## src/rtl/range_pkg.sv

```systemverilog
`default_nettype none
// ============================================================================
// Module      : range_pkg
// Description : Shared types for the multichannel range tracker.
//               err_t      - protocol error codes reported on err_code
//               ch_state_t - per-channel sequence state
// Revision    : 1.0 - initial release
// ============================================================================
package range_pkg;

    typedef enum logic [2:0] {
        ERR_NONE        = 3'd0,
        ERR_FINISH_IDLE = 3'd1,
        ERR_GO_FINISH   = 3'd2,
        ERR_RESTART     = 3'd3,
        ERR_BAD_CH      = 3'd4
    } err_t;

    typedef enum logic {
        IDLE = 1'b0,
        RUN  = 1'b1
    } ch_state_t;

endpackage
`default_nettype wire

```

## src/rtl/range_channel.sv

```systemverilog
`default_nettype none
// ============================================================================
// Module      : range_channel
// Description : One tracker channel: IDLE/RUN state, running min/max and a
//               saturating sample counter. Presents the values the channel
//               will hold after this cycle so the top can register a result
//               that already includes the finish sample.
// Ports       : clock, reset_n     - clock / async active-low reset
//               i_sel              - sample is valid and addressed here
//               i_go, i_finish     - sequence markers
//               i_data             - sample value
//               o_res_valid        - a result record is due this cycle
//               o_res_min/max      - updated min/max (result fields)
//               o_res_count        - updated sample count
//               o_err_code         - protocol error raised this cycle
// Revision    : 1.0 - initial release
// ============================================================================
module range_channel
    import range_pkg::*;
#(
    parameter int WIDTH  = 16,
    parameter int CNT_W  = 8,
    parameter bit SIGNED = 1'b0
) (
    input  logic             clock,
    input  logic             reset_n,
    input  logic             i_sel,
    input  logic             i_go,
    input  logic             i_finish,
    input  logic [WIDTH-1:0] i_data,
    output logic             o_res_valid,
    output logic [WIDTH-1:0] o_res_min,
    output logic [WIDTH-1:0] o_res_max,
    output logic [CNT_W-1:0] o_res_count,
    output err_t             o_err_code
);

    localparam logic [CNT_W-1:0] c_cnt_max = {CNT_W{1'b1}};
    localparam logic [CNT_W-1:0] c_cnt_one = CNT_W'(1);

    ch_state_t        r_state, w_state_nxt;
    logic [WIDTH-1:0] r_min, r_max, w_min_nxt, w_max_nxt;
    logic [CNT_W-1:0] r_count, w_count_nxt, w_count_inc;
    logic             w_lt_min, w_gt_max;

    // Strict compares: equal samples never replace the stored extreme.
    if (SIGNED) begin : g_signed
        assign w_lt_min = $signed(i_data) < $signed(r_min);
        assign w_gt_max = $signed(i_data) > $signed(r_max);
    end else begin : g_unsigned
        assign w_lt_min = i_data < r_min;
        assign w_gt_max = i_data > r_max;
    end

    assign w_count_inc = (r_count == c_cnt_max) ? r_count : r_count + c_cnt_one;

    always_comb begin
        w_state_nxt = r_state;
        w_min_nxt   = r_min;
        w_max_nxt   = r_max;
        w_count_nxt = r_count;
        o_res_valid = 1'b0;
        o_err_code  = ERR_NONE;
        if (i_sel) begin
            if (i_go && i_finish) begin
                // Ambiguous marker pair: drop the sample, keep the sequence.
                o_err_code = ERR_GO_FINISH;
            end else if (i_go) begin
                if (r_state == RUN) begin
                    o_err_code = ERR_RESTART;
                end
                w_min_nxt   = i_data;
                w_max_nxt   = i_data;
                w_count_nxt = c_cnt_one;
                w_state_nxt = RUN;
            end else if (r_state == RUN) begin
                if (w_lt_min) begin
                    w_min_nxt = i_data;
                end
                if (w_gt_max) begin
                    w_max_nxt = i_data;
                end
                w_count_nxt = w_count_inc;
                if (i_finish) begin
                    o_res_valid = 1'b1;
                    w_state_nxt = IDLE;
                end
            end else if (i_finish) begin
                o_err_code = ERR_FINISH_IDLE;
            end
        end
    end

    assign o_res_min   = w_min_nxt;
    assign o_res_max   = w_max_nxt;
    assign o_res_count = w_count_nxt;

    always_ff @(posedge clock or negedge reset_n) begin
        if (!reset_n) begin
            r_state <= IDLE;
            r_min   <= '0;
            r_max   <= '0;
            r_count <= '0;
        end else begin
            r_state <= w_state_nxt;
            r_min   <= w_min_nxt;
            r_max   <= w_max_nxt;
            r_count <= w_count_nxt;
        end
    end

endmodule
`default_nettype wire

```

## src/rtl/multichannel_range_tracker.sv

```systemverilog
`default_nettype none
// ============================================================================
// Module      : multichannel_range_tracker
// Description : Running min/max/range/count over NUM_CH interleaved sample
//               streams delimited by go/finish markers. One registered result
//               record per finished sequence; protocol errors are reported
//               per channel with a sticky status vector.
// Ports       : clock, reset_n             - clock / async active-low reset
//               in_valid, in_ch, data_in   - tagged sample
//               go, finish                 - sequence markers
//               clear_err                  - clears err_status
//               out_valid, out_ch, out_min, out_max, out_range, out_count
//                                          - result record (valid pulses)
//               err_valid, err_ch, err_code - error report (valid pulses)
//               err_status                 - sticky per-channel error flags
// Revision    : 1.0 - initial release
// ============================================================================
module multichannel_range_tracker
    import range_pkg::*;
#(
    parameter int  WIDTH  = 16,
    parameter int  NUM_CH = 4,
    parameter int  CNT_W  = 8,
    parameter bit  SIGNED = 1'b0,
    localparam int CH_W   = (NUM_CH > 1) ? $clog2(NUM_CH) : 1
) (
    input  logic              clock,
    input  logic              reset_n,
    input  logic              in_valid,
    input  logic [CH_W-1:0]   in_ch,
    input  logic [WIDTH-1:0]  data_in,
    input  logic              go,
    input  logic              finish,
    input  logic              clear_err,
    output logic              out_valid,
    output logic [CH_W-1:0]   out_ch,
    output logic [WIDTH-1:0]  out_min,
    output logic [WIDTH-1:0]  out_max,
    output logic [WIDTH-1:0]  out_range,
    output logic [CNT_W-1:0]  out_count,
    output logic              err_valid,
    output logic [CH_W-1:0]   err_ch,
    output logic [2:0]        err_code,
    output logic [NUM_CH-1:0] err_status
);

    // One extra bit so the range check is meaningful for every NUM_CH.
    localparam logic [CH_W:0] c_num_ch = (CH_W + 1)'(NUM_CH);

    logic              w_bad_ch;
    logic [NUM_CH-1:0] w_sel, w_res_valid, w_err_set;
    logic [WIDTH-1:0]  w_res_min [NUM_CH];
    logic [WIDTH-1:0]  w_res_max [NUM_CH];
    logic [CNT_W-1:0]  w_res_count [NUM_CH];
    err_t              w_ch_err [NUM_CH];

    logic              w_any_res;
    logic [WIDTH-1:0]  w_min, w_max;
    logic [CNT_W-1:0]  w_count;
    err_t              w_err;

    logic              r_out_valid, r_err_valid;
    logic [CH_W-1:0]   r_out_ch, r_err_ch;
    logic [WIDTH-1:0]  r_out_min, r_out_max, r_out_range;
    logic [CNT_W-1:0]  r_out_count;
    err_t              r_err_code;
    logic [NUM_CH-1:0] r_err_status;

    assign w_bad_ch = ({1'b0, in_ch} >= c_num_ch);

    for (genvar g = 0; g < NUM_CH; g++) begin : g_ch
        assign w_sel[g] = in_valid && !w_bad_ch && (in_ch == CH_W'(g));

        range_channel #(
            .WIDTH  (WIDTH),
            .CNT_W  (CNT_W),
            .SIGNED (SIGNED)
        ) u_channel (
            .clock       (clock),
            .reset_n     (reset_n),
            .i_sel       (w_sel[g]),
            .i_go        (go),
            .i_finish    (finish),
            .i_data      (data_in),
            .o_res_valid (w_res_valid[g]),
            .o_res_min   (w_res_min[g]),
            .o_res_max   (w_res_max[g]),
            .o_res_count (w_res_count[g]),
            .o_err_code  (w_ch_err[g])
        );
    end

    // At most one channel is selected per cycle, so a priority-free
    // scan is enough; the reporting channel is always in_ch.
    always_comb begin
        w_any_res = 1'b0;
        w_min     = '0;
        w_max     = '0;
        w_count   = '0;
        w_err     = (in_valid && w_bad_ch) ? ERR_BAD_CH : ERR_NONE;
        w_err_set = '0;
        for (int i = 0; i < NUM_CH; i++) begin
            if (w_res_valid[i]) begin
                w_any_res = 1'b1;
                w_min     = w_res_min[i];
                w_max     = w_res_max[i];
                w_count   = w_res_count[i];
            end
            if (w_ch_err[i] != ERR_NONE) begin
                w_err        = w_ch_err[i];
                w_err_set[i] = 1'b1;
            end
        end
    end

    always_ff @(posedge clock or negedge reset_n) begin
        if (!reset_n) begin
            r_out_valid  <= 1'b0;
            r_out_ch     <= '0;
            r_out_min    <= '0;
            r_out_max    <= '0;
            r_out_range  <= '0;
            r_out_count  <= '0;
            r_err_valid  <= 1'b0;
            r_err_ch     <= '0;
            r_err_code   <= ERR_NONE;
            r_err_status <= '0;
        end else begin
            r_out_valid <= w_any_res;
            if (w_any_res) begin
                r_out_ch    <= in_ch;
                r_out_min   <= w_min;
                r_out_max   <= w_max;
                r_out_range <= w_max - w_min;
                r_out_count <= w_count;
            end
            r_err_valid <= (w_err != ERR_NONE);
            if (w_err != ERR_NONE) begin
                r_err_ch   <= in_ch;
                r_err_code <= w_err;
            end
            // A new error on the clearing cycle survives the clear.
            r_err_status <= (clear_err ? '0 : r_err_status) | w_err_set;
        end
    end

    assign out_valid  = r_out_valid;
    assign out_ch     = r_out_ch;
    assign out_min    = r_out_min;
    assign out_max    = r_out_max;
    assign out_range  = r_out_range;
    assign out_count  = r_out_count;
    assign err_valid  = r_err_valid;
    assign err_ch     = r_err_ch;
    assign err_code   = r_err_code;
    assign err_status = r_err_status;

endmodule
`default_nettype wire

```

## config.mk

```make
export PLATFORM = sky130hd
export DESIGN_NAME = multichannel_range_tracker
export DESIGN_NICKNAME = d
export VERILOG_FILES = /design/src/rtl/range_pkg.sv /design/src/rtl/range_channel.sv /design/src/rtl/multichannel_range_tracker.sv
export SDC_FILE = /design/constraint.sdc
export NUM_CORES = 1
export LEC_CHECK = 0
export BUFFER_PORTS_ARGS = -buffer_cell sky130_fd_sc_hd__buf_4
export CORE_UTILIZATION = 58
export CTS_CLUSTER_SIZE = 10
export DETAILED_ROUTE_END_ITERATION = 10
export GPL_TIMING_DRIVEN = 0
export PLACE_DENSITY = 0.77
export SLEW_MARGIN = 0
export SYNTH_ARGS = -nofsm -noshare
export SYNTH_HDL_FRONTEND = slang
export SYNTH_SLANG_ARGS = --single-unit
```

## constraint.sdc

```tcl
create_clock -name clock -period 6.05 [get_ports clock]
set_input_delay 0 -clock clock [delete_from_list [all_inputs] [get_ports clock]]
set_output_delay 0 -clock clock [all_outputs]
set_load 0.03 [all_outputs]
```

## Yosys cells after proc, flatten, opt, wreduce, memory -nomap -nowiden

Cells that the tools add are included.

| word-level totals | value |
|---|---|
| bits in registers | 233 |
| input bits | 24 |
| logic and storage cells | 195 |

| operators by class | value |
|---|---|
| add/subtract/negate cells | 5 |
| order comparisons | 8 |
| equality and inequality tests | 7 |
| mux-type cells | 132 |
| bitwise gates (word level) | 2 |
| reduce and logical (&&, ||, !) cells | 15 |

Operator list:

| cell | count |
|---|---|
| $mux 16 | 48 |
| $mux 8 | 24 |
| $gt 16x16->1 | 4 |
| $lt 16x16->1 | 4 |
| $mux 3 | 19 |
| $mux 1 | 36 |
| $add 8x1->8 const B | 4 |
| $eq 8x8->1 const B | 4 |
| $sub 16x16->16 | 1 |
| $reduce_bool 3->1 | 5 |
| $mux 2 | 4 |
| $reduce_and 2->1 | 4 |
| $logic_and 1x1->1 | 5 |
| $eq 2x2->1 const B | 2 |
| $mux 4 | 1 |
| $or 4x4->4 | 1 |
| $eq 2x1->1 const B | 1 |
| $logic_not 2->1 | 1 |
| $not 1->1 | 1 |

## Longest topological paths before layout

Gate-level depths: netlist of the first run.

| logic depth | value |
|---|---|
| word-level depth | 11 |
| gate-level depth with buffers | 25 |

## Hierarchy

From an unflattened synthesis of the first run, not the netlist that was laid out.

| second synthesis, totals | value |
|---|---|
| cells, all modules | 1520 |
| area, all modules | 15009.4 um2 |

Modules (own cells, without submodules):

| module | instances | cells each | area an instance (um2) | sequential area each (um2) |
|---|---|---|---|---|
| range_channel at g_ch[0].u_channel ... | 2 | 250 | 2663.8 | 1026.0 |
| range_channel at g_ch[2].u_channel ... | 2 | 245 | 2638.8 | 1026.0 |
| multichannel_range_tracker | 1 | 530 | 4404.2 | 1726.7 |

## Worst setup path before layout of the first run

OpenSTA, ideal clock, no wires.

| timing | value |
|---|---|
| path kind | reg-to-reg |
| start | reg g_ch[2].u_channel.r_max[11] |
| end | reg r_out_range[14], in the netlist out_range[14] |
| library setup time | 135 ps |
| data arrival time | 4808 ps |
| path slack | 1107 ps |
| stages on the path, launching flop included | 25 |
| buffers on the path | 1 |
| period minus slack after synthesis | 4943 ps |
| path through | dfrtp_1 > inv_1 > ha_1 > nand4_1 > or4_1 > a21oi_1 > a21oi_1 > nand2_1 > buf_2 > o21ai_0 > a22o_1 > a221oi_1 > ha_1 > inv_1 > fa_1 > a21o_1 > a21oi_1 > o21bai_1 > a21oi_1 > o21ai_0 > a211oi_1 > o21bai_1 > a31oi_1 > xor2_1 > o21ai_0 |

| between the ends | value |
|---|---|
| longest elaborated chain between the ends | 9 |

RTL lines:

| what | line | RTL |
|---|---|---|
| start, declared | range_channel.sv:42 | `logic [WIDTH-1:0] r_min, r_max, w_min_nxt, w_max_nxt;` |
| start signal, assigned | range_channel.sv:107 | `r_max <= w_max_nxt;` |
| $gt 16x16->1 | range_channel.sv:52 | `assign w_gt_max = i_data > r_max;` |
| $mux 16 | range_channel.sv:80 | `if (w_gt_max) begin` |
| $mux 16 | range_channel.sv:76 | `end else if (r_state == RUN) begin` |
| $mux 16 | range_channel.sv:68 | `end else if (i_go) begin` |
| $mux 16 | range_channel.sv:65 | `if (i_go && i_finish) begin` |
| $mux 16 | range_channel.sv:64 | `if (i_sel) begin` |
| named net g_ch[2].u_channel.o_res_max[0] | range_channel.sv:33 | `output logic [WIDTH-1:0] o_res_max,` |
| $mux 16 (2 in series) | multichannel_range_tracker.sv:103 | `if (w_res_valid[i]) begin` |
| $sub 16x16->16 | multichannel_range_tracker.sv:134 | `r_out_range <= w_max - w_min;` |
| end signal, assigned | multichannel_range_tracker.sv:134 |  |
| end, declared | multichannel_range_tracker.sv:64 | `logic [WIDTH-1:0] r_out_min, r_out_max, r_out_range;` |

The timed path passes the listed nets, and every way through them passes these cells.
A chain may end at the register's enable or synchronous reset.

## Worst setup path in the final report of the first run

| timing | value |
|---|---|
| start | reg g_ch[1].u_channel.r_min[11] |
| end | reg r_out_range[15], in the netlist out_range[15] |

| between the ends | value |
|---|---|
| longest elaborated chain between the ends | 10 |

RTL lines:

| what | line | RTL |
|---|---|---|
| start, declared | range_channel.sv:42 |  |
| start signal, assigned | range_channel.sv:106 | `r_min <= w_min_nxt;` |
| $lt 16x16->1 | range_channel.sv:51 | `assign w_lt_min = i_data < r_min;` |
| $mux 16 | range_channel.sv:77 | `if (w_lt_min) begin` |
| $mux 16 | range_channel.sv:76 |  |
| $mux 16 | range_channel.sv:68 |  |
| $mux 16 | range_channel.sv:65 |  |
| $mux 16 | range_channel.sv:64 |  |
| named net g_ch[1].u_channel.o_res_min[1] | range_channel.sv:32 | `output logic [WIDTH-1:0] o_res_min,` |
| $mux 16 (3 in series) | multichannel_range_tracker.sv:103 |  |
| $sub 16x16->16 | multichannel_range_tracker.sv:134 |  |

The timed path passes the listed nets, and every way through them passes these cells.

==> impl_metrics.csv, run 1 <==
group,metric,value,unit
setup_path,crit_chain,"inv_1 -> ha_1 -> a21oi_1 -> o21ai_0 -> a2111oi_0 -> o21ai_0 -> a311o_1 -> nand3_4 -> buf_6 -> mux2_2 -> a22oi_1 -> and3_1 -> ha_1 -> nor2b_1 -> o21ai_0 -> nand2b_1 -> and2_1 -> o21ai_0 -> a31oi_1 -> a311o_1 -> a41o_1 -> and4_4 -> nor3_2",
synthesis,syn-num-nets,1656,
setup_path,cp_num_buf_inv,2,
pwr,pwr-share-seq,38.3,%
timing,max-slew-margin-rel,17.1,%
clocking,clkSlewWorstSetupHoldPaths,0.06,ns
global_route,first_global_vias,11579,
timing,achievable-frequency,170,MHz
synthesis,synth_top_area_share,41.7,%
die,die_width,157,um
cells_and_area,num-nets-final,1797,
clocking,clkSinkCount,232,
timing,timing.final.setup_violations,0,
setup_path,critical_path.max_fanout,10,
detailed_routing,drtIter0Drc,1047,
detailed_routing,postRouteAntennaNets,0,
synthesis,synth_common_cells,"dfrtp_1, nand2_1, ha_1, inv_1, nor2_1",
setup_path,setup.worst_path.start_class,"flop",
job,maxCapViolCount,0,
pwr,internal_power,3.81,mW
setup_path,cp.required,6.51,ns
detailed_routing,post_drt_via_cell_ratio,6.12,
synthesis,ys.warnings.count,0,
cells_and_area,drive_gt1_share,15.2,%
synthesis,netlist_area,13900,um2
die,site_row_count,56,
global_route,grt.overflow.total,0,
pwr,static-leakage-power,7.48,nW
detailed_routing,dr_total_vias,11955,
synthesis,ys_async_sr_fraction,100,%
clocking,ctsHtreeMaxLevel,1,
pwr,p_sw,2.18,mW
cells_and_area,n_fill_cell,1802,
clocking,cts_buffers,28,
status,outcome,"finished, final reports clean",
timing,report.final.hold_viol_count,0,
synthesis,top_area_cells_in_the_synthesized_netlist,"dfrtp_1, ha_1, mux2_2",
synthesis,synth_most_common_cell,"dfrtp_1",
worst_hold_path,hold_class,"in2reg",
timing,final_period_minus_worst_setup_slack,5.89,ns
clocking,root_buffer,"clkbuf_16",
clocking,cts_tree,"built",
global_route,grt.total_usage,32.1,%
place,dpl.cell_count,1896,
synthesis,netlist.top_cell.by_area,"dfrtp_1",
clocking,clockBufferDepth,3,
pwr,sw_share,36.4,%
synthesis,postSynthAreaPerCell,9.36,um2
die,floorplan.die_area,24600,um2
pwr,vdd_ir_drop_max,0.000322,V
timing,final.period_utilization,97.3,%
detailed_routing,pre_repair_dr_iteration_count,6,
die,chipHeight,157,um
clocking,worstSkewPairLatency,0.55,ns
global_route,antenna_violations_before_repair,0,
cells_and_area,postLayoutCoreUtil,68.5,%
place,place_congestion,0.925,
setup_path,worst_path_dominant_cell_family,"compound AO/OA/AOI/OAI gates",
die,floorplan.core_area,23500,um2
detailed_routing,routed_wl,38.8,mm
synthesis,synth_enable_flop_cells,0,
pwr,share_comb_of_total_power,36.8,%
synthesis,post_synth_num_cell_types,74,
setup_path,crit_path_top_delay_cell,"a2111oi_0",
die,ios,93,
setup_path,longest_individual_stage_delay_on_the_worst_path,0.46,ns
pwr,power_per_cell_area,373,nW/um2
setup_path,critPathCaptureType,"flop",
global_route,largest_net_degree_at_the_start_of_global_routing,121,
detailed_routing,post-route-drc-count,0,
setup_path,critical_path_arrival,6.34,ns
synthesis,synth_sequential_area_ratio,41.7,%
setup_path,critical_path_class,"reg2reg",
synthesis,dominantRegCellSynth,"dfrtp_1",
setup_path,path_common_cell,"o21ai_0",
place,detailed_place_hpwl,28.6,mm
timing,setup_skew,0.0214,ns
cells_and_area,areaGrowthSynthToFinish,15.5,%
timing,timing_max_transition_violations_final,0,
synthesis,synthesis.instances,1487,
pwr,power_frac_clock,24.9,%
cells_and_area,antennaDiodeCount,0,
synthesis,postSynthRegisterBits,232,
die,start_util,59.3,%
timing,worst_slew_pin_tran,1.23,ns
place,io_buffer_count,89,
global_route,first_pass_grt_wire_length,60.8,mm
detailed_routing,post_detailed_route_wirelength_per_cell,19.8,um
cells_and_area,instances_no_fill,1955,
-- routing by layer --
layer / vias up / global-route usage [%] / part of all wire (%)
met2: 480 / 52.7 / 47
li1: 5544 / - / -
met5: - / 0 / 0
met3: 77 / 4.10 / 7.4
met4: 0 / 11.3 / 2.8
met1: 5854 / 43.8 / 43
-- power by group through the flow --
stage | logic, mW | clock network [mW] | registers [mW]
2_1_floorplan | 1.26 | 0 | 2.51
3_3_place_gp | 2.05 | 0 | 2.29
3_5_place_dp | 2.15 | 0 | 2.31
4_1_cts | 2.18 | 1.51 | 2.29
5_1_grt | 2.46 | 1.57 | 2.35
6_report | 2.21 | 1.50 | 2.30
-- logic make-up after synthesis --
group	after synthesis	share of synthesized area, %
other	1	0.0269
and+or+nand+nor	434	14.1
buffers and inverters	197	5.58
AOI/OAI and AO/OA	368	16.9
muxes	96	7.71
adders and majority gates	145	13.1
DFF	232	41.7
xor gates and xnor gates	14	0.881
-- cell type report --
class | count | area (um2) | share of cell area (%)
Tap cell | 319 | 399 | 2.48
Timing Repair Buffer | 111 | 913 | 5.68
Buffer | 59 | 263 | 1.63
Inverter | 138 | 518 | 3.22
Multi-Input combinational cell | 1058 | 7390 | 46.0
Clock inverter | 2 | 25.0 | 0.156
Clock buffer | 36 | 761 | 4.73
Sequential cell | 232 | 5810 | 36.1
-- state kept, by name, summed over array words and instances (netlist names) --
name                    count
out_valid                   1
g_ch.u_channel.r_min       64
out_min                    16
out_ch                      2
err_code                    2
g_ch.u_channel.r_state      4
g_ch.u_channel.r_count     32
err_valid                   1
err_status                  4
out_max                    16
err_ch                      2
out_range                  16
g_ch.u_channel.r_max       64
out_count                   8
-- repair_timing --
item | in CTS | in global routing
resized for setup | 3 | 10
cloned | 0 | 0
endpoints found under the setup margin | 3 | 2
hold buffers | 21 | 0
setup buffers | 0 | 0
endpoints found under the hold margin | 238 | 0
-- worst reg2reg max path: stages, from the launching register on --
cell and delay (ns):
dfrtp_1 0.34, inv_1 0.04, ha_1 0.31, a21oi_1 0.16, o21ai_0 0.17, a2111oi_0 0.46, o21ai_0 0.26, a311o_1 0.41
nand3_4 0.18, buf_6 0.18, mux2_2 0.36, a22oi_1 0.28, and3_1 0.30, ha_1 0.26, nor2b_1 0.13, o21ai_0 0.17
nand2b_1 0.10, and2_1 0.19, o21ai_0 0.23, a31oi_1 0.23, a311o_1 0.44, a41o_1 0.26, and4_4 0.19, nor3_2 0.15
-- worst paths after layout --
kind | startpoint | to | slack [ns] | cells past startpoint
worst max-delay path | g_ch[1].u_channel.r_min[11] | out_range[15] | 0.16 | 23
worst min-delay path | go | g_ch[1].u_channel.r_count[5] | 0.03 | 4
worst max register to register | g_ch[1].u_channel.r_min[11] | out_range[15] | 0.16 | 23
worst min register to register | out_ch[0] | out_ch[0] | 0.48 | 2
max in group asynchronous | reset_n | out_range[5] | 4.85 | 3
min in group asynchronous | reset_n | err_status[0] | 0.13 | 2
-- cell usage in the layout (no fill, tap or decap), types with 26 or more instances in the layout --
cell type	instances
a21oi_1	92
and3_1	26
buf_4	91
clkbuf_1	47
clkbuf_16	28
dfrtp_1	232
ha_1	144
inv_1	137
mux2_2	80
nand2_1	174
nand3_1	27
nor2_1	126
o21ai_0	108
-- per-stage QoR --
stage / setup WS, ns / setup TNS [ns] / hold slack (ns) / power, mW / cell area (um2)
after CTS: 0.0518 / 0 / 0.0136 / 5.98 / 16000
final: 0.165 / 0 / 0.0262 / 6.00 / 16100
after floorplan: 1.11 / 0 / -0.296 / 3.77 / 13900
after global routing: -0.00152 / -0.00152 / 0.0815 / 6.37 / 16100
after global placement: -0.373 / -0.693 / 0.237 / 4.34 / 15000
after detailed placement: -0.431 / -0.903 / 0.132 / 4.45 / 15000
Note: power is estimated with default switching activity, not from simulation.
==> run 2, diff against run 1 <==
Settings changed: CORE_ASPECT_RATIO set to 0.75.
==> impl_metrics.csv, run 2 (same netlist as run 1, synthesis figures left out) <==
group,metric,value,unit
status,outcome,"finished, final reports clean",
place,place_congestion,0.946,
die,floorplan.core_area,23300,um2
pwr,p_sw,2.21,mW
setup_path,reg2reg_to,"out_range[15]",
pwr,share_comb_of_total_power,37.5,%
global_route,first_global_vias,11702,
cells_and_area,num-nets-final,1803,
clocking,clkSlewWorstSetupHoldPaths,0.06,ns
clocking,worstSkewPairLatency,0.54,ns
global_route,grt.overflow.total,0,
setup_path,cp_num_buf_inv,2,
cells_and_area,regArea,5810,um2
clocking,clockBufferDepth,3,
setup_path,critical_path.max_fanout,10,
clocking,cts_buffers,27,
timing,timing_max_transition_violations_final,0,
cells_and_area,areaGrowthSynthToFinish,15.6,%
cells_and_area,n_fill_cell,1830,
setup_path,setup.worst_path.start_class,"flop",
timing,final.period_utilization,93.1,%
timing,postLayoutSetupSlackWorst,0.416,ns
setup_path,critical_path_class,"reg2reg",
clocking,ctsHtreeMaxLevel,1,
worst_hold_path,hold_class,"in2async",
setup_path,longest_individual_stage_delay_on_the_worst_path,0.44,ns
detailed_routing,post-route-drc-count,0,
global_route,first_pass_grt_wire_length,63.4,mm
pwr,sw_share,36.8,%
pwr,internal_power,3.79,mW
pwr,power_per_cell_area,373,nW/um2
global_route,largest_net_degree_at_the_start_of_global_routing,112,
setup_path,critical_path_arrival,6.10,ns
timing,timing.final.setup_violations,0,
die,start_util,59.8,%
clocking,root_buffer,"clkbuf_16",
pwr,pwr-share-seq,38.4,%
setup_path,critPathCaptureType,"flop",
global_route,grt.total_usage,33.3,%
setup_path,crit_chain,"inv_1 -> ha_1 -> a21oi_1 -> o21ai_0 -> a2111oi_2 -> o21ai_1 -> a311o_1 -> nand3_4 -> buf_6 -> mux2_2 -> a22oi_1 -> and3_1 -> ha_1 -> nor2b_1 -> o21ai_0 -> nand2b_1 -> and2_1 -> o21ai_0 -> a31oi_1 -> a311o_1 -> a41o_1 -> and4_4 -> nor3_2",
timing,setup_skew,0.00864,ns
setup_path,timing.rr.start,"g_ch[1].u_channel.r_min[11]",
place,io_buffer_count,89,
detailed_routing,dr_total_vias,12045,
timing,report.final.hold_viol_count,0,
setup_path,crit_path_top_delay_cell,"a311o_1",
place,dpl_worst_slack,-0.471,ns
pwr,power_frac_clock,24.1,%
detailed_routing,drtIter0Drc,1056,
setup_path,worst_path_dominant_cell_family,"compound AO/OA/AOI/OAI gates",
clocking,clkSinkCount,232,
timing,grt_setup_unrepaired,"no",
clocking,cts_tree,"built",
die,floorplan.die_area,24600,um2
setup_path,ff2ff_setup_slack,0.42,ns
job,maxCapViolCount,0,
die,site_row_count,48,
global_route,antenna_violations_before_repair,0,
detailed_routing,pre_repair_dr_iteration_count,6,
detailed_routing,postRouteAntennaNets,0,
timing,max-slew-margin-rel,15.2,%
setup_path,path_common_cell,"o21ai_0",
detailed_routing,post_detailed_route_wirelength_per_cell,20.8,um
cells_and_area,layout_common_cells,"dfrtp_1, nand2_1, ha_1",
cells_and_area,drive_gt1_share,15.4,%
setup_path,reg2regPathDepth,23,
place,detailed_place_hpwl,29.9,mm
die,chipHeight,136,um
cells_and_area,antennaDiodeCount,0,
timing,worst_slew_pin_tran,1.27,ns
die,die_width,181,um
detailed_routing,routed_wl,40.3,mm
cells_and_area,final_common_cell,"dfrtp_1",
setup_path,worstSetupStartpoint,"g_ch[1].u_channel.r_min[11]",
cells_and_area,reg.largest.list,"g_ch.u_channel.r_max x64, g_ch.u_channel.r_min x64, g_ch.u_channel.r_count x32",
pwr,static-leakage-power,7.50,nW
timing,final_period_minus_worst_setup_slack,5.63,ns
setup_path,cp.required,6.51,ns
timing,achievable-frequency,177,MHz
cells_and_area,postLayoutCoreUtil,69.1,%
pwr,vdd_ir_drop_max,0.000271,V
die,ios,93,
cells_and_area,area_occupied_by_multi_input_gates,7410,um2
detailed_routing,post_drt_via_cell_ratio,6.22,
-- run 2: how the worst max path moves through the flow --
stage | to | slack (ns) | cells past startpoint
after floorplan | out_range[14] | 1.11 | 24
after global placement | out_range[14] | -0.33 | 23
after detailed placement | out_range[14] | -0.47 | 23
after CTS | out_range[14] | 0.15 | 25
after global routing | out_range[14] | 0.002 | 24
final | out_range[15] | 0.42 | 23
-- run 2: layout make-up --
class,count,share of cell area (%)
clock buffer,31,4.29
tap,300,2.33
timing repair buffer,118,6.20
multi-input combinational,1058,46.0
inverter,138,3.22
clock inverter,2,0.241
sequential,232,36.1
buffer,59,1.65
-- run 2: tightest hold or removal path: stages --
cell and delay (ns):
dlygate4sd3_1 0.56, buf_8 0.12, buf_12 0.22
-- run 2: power by group through the flow --
| stage | Clock [mW] | Combinational (mW) | Sequential (mW) |
|---|---|---|---|
| 6_report | 1.45 | 2.25 | 2.30 |
| 3_5_place_dp | 0 | 2.17 | 2.31 |
| 4_1_cts | 1.45 | 2.21 | 2.30 |
| 3_3_place_gp | 0 | 2.06 | 2.30 |
| 5_1_grt | 1.51 | 2.51 | 2.36 |
| 2_1_floorplan | 0 | 1.26 | 2.51 |
-- run 2: stage by stage --
| stage | instance area [um2] | instances | power [mW] | setup TNS [ns] | hold slack (ns) |
|---|---|---|---|---|---|
| after detailed placement | 15000 | 1878 | 4.49 | -1.11 | -0.0905 |
| after global routing | 16100 | 1938 | 6.38 | 0 | 0.0303 |
| after global placement | 15000 | 1876 | 4.36 | -0.618 | 0.233 |
| after floorplan | 13900 | 1487 | 3.77 | 0 | -0.296 |
| final | 16100 | 1938 | 6.00 | 0 | 0.00548 |
| after CTS | 16000 | 1933 | 5.96 | 0 | 0.0139 |
-- run 2: repair_timing --
action | 4_1_cts | 5_1_grt
gates cloned | 0 | 0
endpoints found under the hold margin | 278 | 0
hold buffers | 22 | 0
endpoints found under the setup margin | 3 | 4
buffers inserted | 0 | 5
resized for setup | 3 | 14
pin swaps | 0 | 3
-- run 2: per-layer routing --
layer	vias to the layer above	wire length (um)	track usage, %
li1	5553	-	-
met1	5825	17800	47.4
met2	598	17200	50.3
met4	0	808	8.26
met3	69	4540	9.22
met5	-	0	0
